<file path="src/rtl/branch_hazard_ctrl_if.sv">
// Control bundle between the branch-hazard controller and the surrounding
// fetch/EX datapath: instruction registers and flags in, mux selects,
// status and statistics out.
interface branch_hazard_ctrl_if #(
    parameter int IW   = 8,
    parameter int CNTW = 16
);
    logic [IW-1:0]   IR1;
    logic [IW-1:0]   IR2;
    logic            N;
    logic            Z;
    logic            IR1Sel;
    logic            ALUPC1;
    logic            PCSel;
    logic [1:0]      ALU1Sel;
    logic            FlagWrite;
    logic            busy;
    logic [CNTW-1:0] br_count;
    logic [CNTW-1:0] br_taken_count;

    // Datapath side: supplies instructions and flags, consumes controls.
    modport master (
        output IR1, IR2, N, Z,
        input  IR1Sel, ALUPC1, PCSel, ALU1Sel, FlagWrite, busy,
        input  br_count, br_taken_count
    );

    // Controller side.
    modport slave (
        input  IR1, IR2, N, Z,
        output IR1Sel, ALUPC1, PCSel, ALU1Sel, FlagWrite, busy,
        output br_count, br_taken_count
    );
endinterface

</file>
<file path="src/rtl/branch_hazard_ctrl.sv">
// Branch-hazard controller: stalls decode on a conditional branch until the
// N/Z flags are valid, resolves it from a latched branch type, redirects the
// PC and refills the pipe. Also inserts a one-cycle load-use bubble and keeps
// saturating branch / taken statistics.
module branch_hazard_ctrl #(
    parameter int             IW       = 8,
    parameter int             OPW      = 4,
    parameter int             BR_DELAY = 2,
    parameter logic [OPW-1:0] OP_BPZ   = 4'b1101,
    parameter logic [OPW-1:0] OP_BNZ   = 4'b1001,
    parameter logic [OPW-1:0] OP_BZ    = 4'b0101,
    parameter logic [OPW-1:0] OP_LD    = 4'b0000,
    parameter bit             LU_EN    = 1'b1,
    parameter int             CNTW     = 16
) (
    input  logic                clock,
    input  logic                reset,
    branch_hazard_ctrl_if.slave bus
);
    typedef enum logic [2:0] {
        ST_INIT    = 3'd0,
        ST_RUN     = 3'd1,
        ST_WAIT    = 3'd2,
        ST_RESOLVE = 3'd3,
        ST_REFILL  = 3'd4
    } state_t;

    typedef enum logic [1:0] {
        BT_NONE = 2'd0,
        BT_BPZ  = 2'd1,
        BT_BNZ  = 2'd2,
        BT_BZ   = 2'd3
    } br_type_t;

    state_t          r_state;
    logic [3:0]      r_wait_cnt;
    br_type_t        r_br_type;
    logic [CNTW-1:0] r_br_count;
    logic [CNTW-1:0] r_br_taken_count;

    logic [OPW-1:0]  w_op1;
    logic [OPW-1:0]  w_op2;
    logic [1:0]      w_ra1;
    logic [1:0]      w_rb1;
    logic [1:0]      w_ra2;
    logic            w_is_branch;
    logic            w_lu_hit;
    logic            w_taken;
    br_type_t        w_br_type_dec;
    logic            w_ir1_sel;
    logic            w_alupc1;
    logic            w_pc_sel;
    logic [1:0]      w_alu1_sel;
    logic            w_flag_write;
    logic            w_busy;
    logic            w_unused_ir2;

    assign w_op1 = bus.IR1[OPW-1:0];
    assign w_op2 = bus.IR2[OPW-1:0];
    assign w_ra1 = bus.IR1[IW-1:IW-2];
    assign w_rb1 = bus.IR1[IW-3:IW-4];
    assign w_ra2 = bus.IR2[IW-1:IW-2];

    // The rb field of the execute-stage instruction plays no part in the stall.
    assign w_unused_ir2 = ^bus.IR2;

    // Decode the branch type of IR1; BT_NONE means not a conditional branch.
    always_comb begin
        w_br_type_dec = BT_NONE;
        if (w_op1 == OP_BPZ) begin
            w_br_type_dec = BT_BPZ;
        end else if (w_op1 == OP_BNZ) begin
            w_br_type_dec = BT_BNZ;
        end else if (w_op1 == OP_BZ) begin
            w_br_type_dec = BT_BZ;
        end else begin
            w_br_type_dec = BT_NONE;
        end
    end

    assign w_is_branch = (w_br_type_dec != BT_NONE);

    // Load-use hazard: a load in EX writing a register the decode stage reads.
    assign w_lu_hit = (LU_EN == 1'b1) && !w_is_branch && (w_op2 == OP_LD) &&
                      ((w_ra2 == w_ra1) || (w_ra2 == w_rb1));

    // Branch outcome from the latched type, so IR2 need not be decoded again.
    always_comb begin
        w_taken = 1'b0;
        case (r_br_type)
            BT_BPZ:  w_taken = !bus.N;
            BT_BNZ:  w_taken = !bus.Z;
            BT_BZ:   w_taken = bus.Z;
            default: w_taken = 1'b0;
        endcase
    end

    // Datapath controls decoded from the current state and hazard conditions.
    always_comb begin
        w_ir1_sel    = 1'b1;
        w_alupc1     = 1'b1;
        w_pc_sel     = 1'b1;
        w_alu1_sel   = 2'b10;
        w_flag_write = 1'b1;
        w_busy       = 1'b0;
        case (r_state)
            ST_INIT: begin
                w_alupc1     = 1'b0;
                w_flag_write = 1'b0;
            end
            ST_RUN: begin
                if (w_is_branch || w_lu_hit) begin
                    w_ir1_sel = 1'b0;
                    w_alupc1  = 1'b0;
                end else begin
                    w_ir1_sel = 1'b1;
                    w_alupc1  = 1'b1;
                end
            end
            ST_WAIT: begin
                w_ir1_sel = 1'b0;
                w_alupc1  = 1'b0;
                w_busy    = 1'b1;
            end
            ST_RESOLVE: begin
                w_ir1_sel    = 1'b0;
                w_alupc1     = !w_taken;
                w_pc_sel     = !w_taken;
                w_alu1_sel   = 2'b01;
                w_flag_write = 1'b0;
                w_busy       = 1'b1;
            end
            ST_REFILL: begin
                w_ir1_sel = 1'b1;
                w_alupc1  = 1'b1;
            end
            default: begin
                w_ir1_sel = 1'b1;
                w_alupc1  = 1'b1;
            end
        endcase
    end

    // Sequencing, branch-type latch, wait countdown and saturating statistics.
    always_ff @(posedge clock) begin
        if (reset) begin
            r_state          <= ST_INIT;
            r_wait_cnt       <= 4'd0;
            r_br_type        <= BT_NONE;
            r_br_count       <= {CNTW{1'b0}};
            r_br_taken_count <= {CNTW{1'b0}};
        end else begin
            case (r_state)
                ST_INIT: begin
                    r_state <= ST_RUN;
                end
                ST_RUN: begin
                    if (w_is_branch) begin
                        r_br_type <= w_br_type_dec;
                        if (BR_DELAY == 1) begin
                            r_state <= ST_RESOLVE;
                        end else begin
                            r_wait_cnt <= 4'(BR_DELAY - 1);
                            r_state    <= ST_WAIT;
                        end
                    end else begin
                        r_state <= ST_RUN;
                    end
                end
                ST_WAIT: begin
                    r_wait_cnt <= r_wait_cnt - 4'd1;
                    if (r_wait_cnt == 4'd1) begin
                        r_state <= ST_RESOLVE;
                    end else begin
                        r_state <= ST_WAIT;
                    end
                end
                ST_RESOLVE: begin
                    if (r_br_count != {CNTW{1'b1}}) begin
                        r_br_count <= r_br_count + {{(CNTW-1){1'b0}}, 1'b1};
                    end
                    if (w_taken && (r_br_taken_count != {CNTW{1'b1}})) begin
                        r_br_taken_count <= r_br_taken_count + {{(CNTW-1){1'b0}}, 1'b1};
                    end
                    r_state <= ST_REFILL;
                end
                ST_REFILL: begin
                    r_state <= ST_RUN;
                end
                default: begin
                    r_state <= ST_RUN;
                end
            endcase
        end
    end

    assign bus.IR1Sel         = w_ir1_sel;
    assign bus.ALUPC1         = w_alupc1;
    assign bus.PCSel          = w_pc_sel;
    assign bus.ALU1Sel        = w_alu1_sel;
    assign bus.FlagWrite      = w_flag_write;
    assign bus.busy           = w_busy;
    assign bus.br_count       = r_br_count;
    assign bus.br_taken_count = r_br_taken_count;
endmodule

</file>
<file path="src/flat_wrapper.sv">
// flat-port wrapper written by rule: the top's interface ports become plain ports
module branch_hazard_ctrl_flat 
#(
    parameter int             IW       = 8,
    parameter int             OPW      = 4,
    parameter int             BR_DELAY = 2,
    parameter logic [OPW-1:0] OP_BPZ   = 4'b1101,
    parameter logic [OPW-1:0] OP_BNZ   = 4'b1001,
    parameter logic [OPW-1:0] OP_BZ    = 4'b0101,
    parameter logic [OPW-1:0] OP_LD    = 4'b0000,
    parameter bit             LU_EN    = 1'b1,
    parameter int             CNTW     = 16
)
  (clock, reset, bus_IR1, bus_IR2, bus_N, bus_Z, bus_IR1Sel, bus_ALUPC1, bus_PCSel, bus_ALU1Sel, bus_FlagWrite, bus_busy, bus_br_count, bus_br_taken_count);
  branch_hazard_ctrl_if #(.IW(IW), .CNTW(CNTW)) bus_i ();
  input  logic clock;
  input  logic reset;
  input wire logic [$bits(bus_i.IR1)-1:0] bus_IR1;
  input wire logic [$bits(bus_i.IR2)-1:0] bus_IR2;
  input wire logic [$bits(bus_i.N)-1:0] bus_N;
  input wire logic [$bits(bus_i.Z)-1:0] bus_Z;
  output wire logic [$bits(bus_i.IR1Sel)-1:0] bus_IR1Sel;
  output wire logic [$bits(bus_i.ALUPC1)-1:0] bus_ALUPC1;
  output wire logic [$bits(bus_i.PCSel)-1:0] bus_PCSel;
  output wire logic [$bits(bus_i.ALU1Sel)-1:0] bus_ALU1Sel;
  output wire logic [$bits(bus_i.FlagWrite)-1:0] bus_FlagWrite;
  output wire logic [$bits(bus_i.busy)-1:0] bus_busy;
  output wire logic [$bits(bus_i.br_count)-1:0] bus_br_count;
  output wire logic [$bits(bus_i.br_taken_count)-1:0] bus_br_taken_count;
  assign bus_i.IR1 = bus_IR1;
  assign bus_i.IR2 = bus_IR2;
  assign bus_i.N = bus_N;
  assign bus_i.Z = bus_Z;
  assign bus_IR1Sel = bus_i.IR1Sel;
  assign bus_ALUPC1 = bus_i.ALUPC1;
  assign bus_PCSel = bus_i.PCSel;
  assign bus_ALU1Sel = bus_i.ALU1Sel;
  assign bus_FlagWrite = bus_i.FlagWrite;
  assign bus_busy = bus_i.busy;
  assign bus_br_count = bus_i.br_count;
  assign bus_br_taken_count = bus_i.br_taken_count;
  branch_hazard_ctrl #(.IW(IW), .OPW(OPW), .BR_DELAY(BR_DELAY), .OP_BPZ(OP_BPZ), .OP_BNZ(OP_BNZ), .OP_BZ(OP_BZ), .OP_LD(OP_LD), .LU_EN(LU_EN), .CNTW(CNTW)) u_core (.clock(clock), .reset(reset), .bus(bus_i));
endmodule
</file>
<file path="config.mk">
export PLATFORM = sky130hd
export DESIGN_NAME = branch_hazard_ctrl_flat
export DESIGN_NICKNAME = d
export VERILOG_FILES = /design/src/rtl/branch_hazard_ctrl_if.sv /design/src/rtl/branch_hazard_ctrl.sv /design/src/flat_wrapper.sv
export SDC_FILE = /design/constraint.sdc
export NUM_CORES = 1
export LEC_CHECK = 0
export ABC_AREA = 1
export CELL_PAD_IN_SITES_DETAIL_PLACEMENT = 1
export CELL_PAD_IN_SITES_GLOBAL_PLACEMENT = 2
export CORE_UTILIZATION = 26
export DETAILED_ROUTE_END_ITERATION = 7
export GPL_TIMING_DRIVEN = 1
export PLACE_DENSITY = 0.9
export SLEW_MARGIN = 20
export SYNTH_ARGS = -nofsm -noshare
export SYNTH_HDL_FRONTEND = slang
export SYNTH_SLANG_ARGS = --single-unit
</file>
<file path="constraint.sdc">
create_clock -name clock -period 1.69 [get_ports clock]
set_input_delay 0.338 -clock clock [delete_from_list [all_inputs] [get_ports clock]]
set_output_delay 0.338 -clock clock [all_outputs]
set_load 0.02 [all_outputs]
</file>
==> out/qor.txt <==
status -> finished clean
Synth area leaders -> dfxtp_1, nand2_1, nor2_1, nand3_1, inv_1
vias -> 2763
register area share after synthesis -> 32.8%
Post-synth EDFFs -> 0
Clock H-tree levels -> 2
final period utilization -> 97.4%
clk slew on worst S/H paths -> 0.09 ns
Slew headroom -> 69.9%
pre-CTS WS -> -0.630 ns
Leak -> 1.62 nW
mux contribution to synthesized area -> 0%
Final Hold Viols -> 0
most common cell after layout, fill and taps aside -> nand2_1
post-synthesis async set-or-reset flop share -> 0%
DIE AREA -> 10000 sq um
total track usage -> 15.7%
most frequent cells in the layout -> nand2_1, nor2_1, buf_4
post-synthesis area per instance -> 6.54 sq um
Post-Synth XOR/XNOR Area -> 4.90%
antenna-violating nets left -> 0
adder-cell share of the synthesized area -> 2.00%
die height -> 100 um
crit path launch type -> register
insertion delay to the later sink of the worst-skew pair -> 0.30 ns
GP Congestion -> 0.762
global route overflow -> 0
Unique masters post-synth -> 31
final slew viol count -> 0
layout cells sized above 1 -> 22.0%
root buffer cell -> clkbuf_8
final wirelength -> 7630 um
data required time at the worst endpoint -> 1.35 ns
Yosys warning count -> 0
largest net degree at the start of global routing -> 19
first-pass GRT wire length -> 12700 um
Num Clock Sinks -> 41
CTS tree -> built
CP Data Arrival Time -> 1.31 ns
Rows -> 35
P&R area growth vs syn -> 44.2%
Final setup viols -> 0
post-route minimum period -> 1.65 ns
PD cells -> 549 nW/um^2
worst-margin pin slew -> 0.451 ns
worst-path fanout max -> 4
Synth top area share -> 32.8%
# IOs -> 59
Die Wd -> 100 um
unrepaired setup endpoints after global routing -> yes
max cap viols -> 0
Synth Area in Compound Gates -> 10.1%
FF+latch count, synth -> 41
worst min path class -> register to register
WL/cell -> 12.6 um
Starting Density -> 26.9%
CTS Buf Count -> 5
ys flop type -> dfxtp_1
half-perimeter wire length after placement -> 5790 um
Core ar. -> 9280 sq um
vias in the first global route -> 2842
CP Capture Type -> output port
Area after DPL -> 3420 sq um
critical path class -> register to output port
Post-CTS Hold Fix Bufs -> 0
clock tree buffer depth -> 2
DRC -> 0
initial antenna violation count -> 0
Final Skew -> 0.0134 ns
nets@finish -> 500
worst vdd ir -> 0.244 mV
setup_tns -> 0 ns
cell area after layout -> 3600 sq um
syn_nets -> 406
Max Clk Rate -> 0.608 GHz
Yosys top cell by area -> dfxtp_1
Fillers -> 1224
largest family of logic cells by synthesized area -> simple AND/OR/NAND/NOR gates
final setup margin -> 0.0446 ns
port buffer count -> 56
area share of and/or/nand/nor cells after synthesis -> 42.2%
post-DR vias/cell -> 4.56
cell area after synthesis -> 2500 sq um
worst hold margin -> 0.493 ns
drt initial violations -> 53
Antenna Cells -> 0
Syn Inst Count -> 382
Initial DRT Pass Iterations -> 4
metrics by stage:
step / power, mW / util, % / cells
after floorplan: 1.11 / - / 382
after global placement: 1.23 / 36.9 / 593
after detailed placement: 1.24 / 36.9 / 593
after CTS: 2.01 / 38.0 / 604
after global routing: 2.07 / 38.8 / 606
final: 1.98 / 38.8 / 606
logic make-up after synthesis:
group	count (synthesis)
buf+inv	49
simple gates	232
flops	41
fa+ha+maj	4
xor+xnor	14
compound gates	42
cell usage after synthesis, types with 3 or more instances:
master	count
nand2_1	112
nor2_1	52
dfxtp_1	41
inv_1	39
nand3_1	32
a21oi_1	20
a21oi_2	10
o21ai_0	10
nand4_1	8
xor2_1	8
nand2_2	6
xnor2_1	6
nor3_1	5
ha_1	4
inv_2	4
nor2_4	4
clkbuf_1	3
nand2_4	3
power by group:
part           leakage [nW]  switching [mW]  internal (mW)
clock                0.0549           0.380          0.378
combinational          1.23           0.121          0.111
sequential            0.333          0.0110          0.978
path summary, 6_finish.rpt:
kind | depth (start not counted) | slack [ns] | to | start
worst max-delay path | 5 | 0.04 | bus_PCSel | u_core.r_state[2]
worst min-delay path | 2 | 0.49 | u_core.r_wait_cnt[3] | u_core.r_wait_cnt[3]
worst max register to register | 8 | 0.10 | u_core.bus.br_taken_count[15] | u_core.r_state[2]
worst min register to register | 2 | 0.49 | u_core.r_wait_cnt[3] | u_core.r_wait_cnt[3]
what timing repair did:
action / CTS / global route
gates resized for setup: 77 / 24
setup buffers: 3 / 3
pin swaps: 6 / 10
setup endpoints to repair: 34 / 35
layer usage:
layer	wire length, um	global-route usage [%]	vias up
met5	0	0	-
li1	-	-	1401
met1	3540	19.4	1309
met3	216	2.30	10
met4	82	4.24	0
met2	3790	28.4	43
registers in the layout, summed over array words and instances (netlist names):
register                   flops
u_core.r_br_type               2
u_core.r_wait_cnt              4
u_core.bus.br_count           16
u_core.bus.br_taken_count     16
u_core.r_state                 3
area by class of cell:
type                    count  area (sq um)  share of cell area, %
repair buffers             93           798                   22.1
clock buffers               7          96.3                   2.67
well taps                 129           161                   4.48
multi-input cells         292          1550                   43.0
clock inverters             1          8.76                  0.243
inverters                  43           161                   4.48
flip-flops and latches     41           828                   23.0
critical path, stage by stage, from the launching register on:
cell	delay (ns)
dfxtp_2	0.34
inv_2	0.07
nand2_4	0.06
nor2_4	0.11
nand4_1	0.22
buf_6	0.21
(Power assumes the default switching activity.)
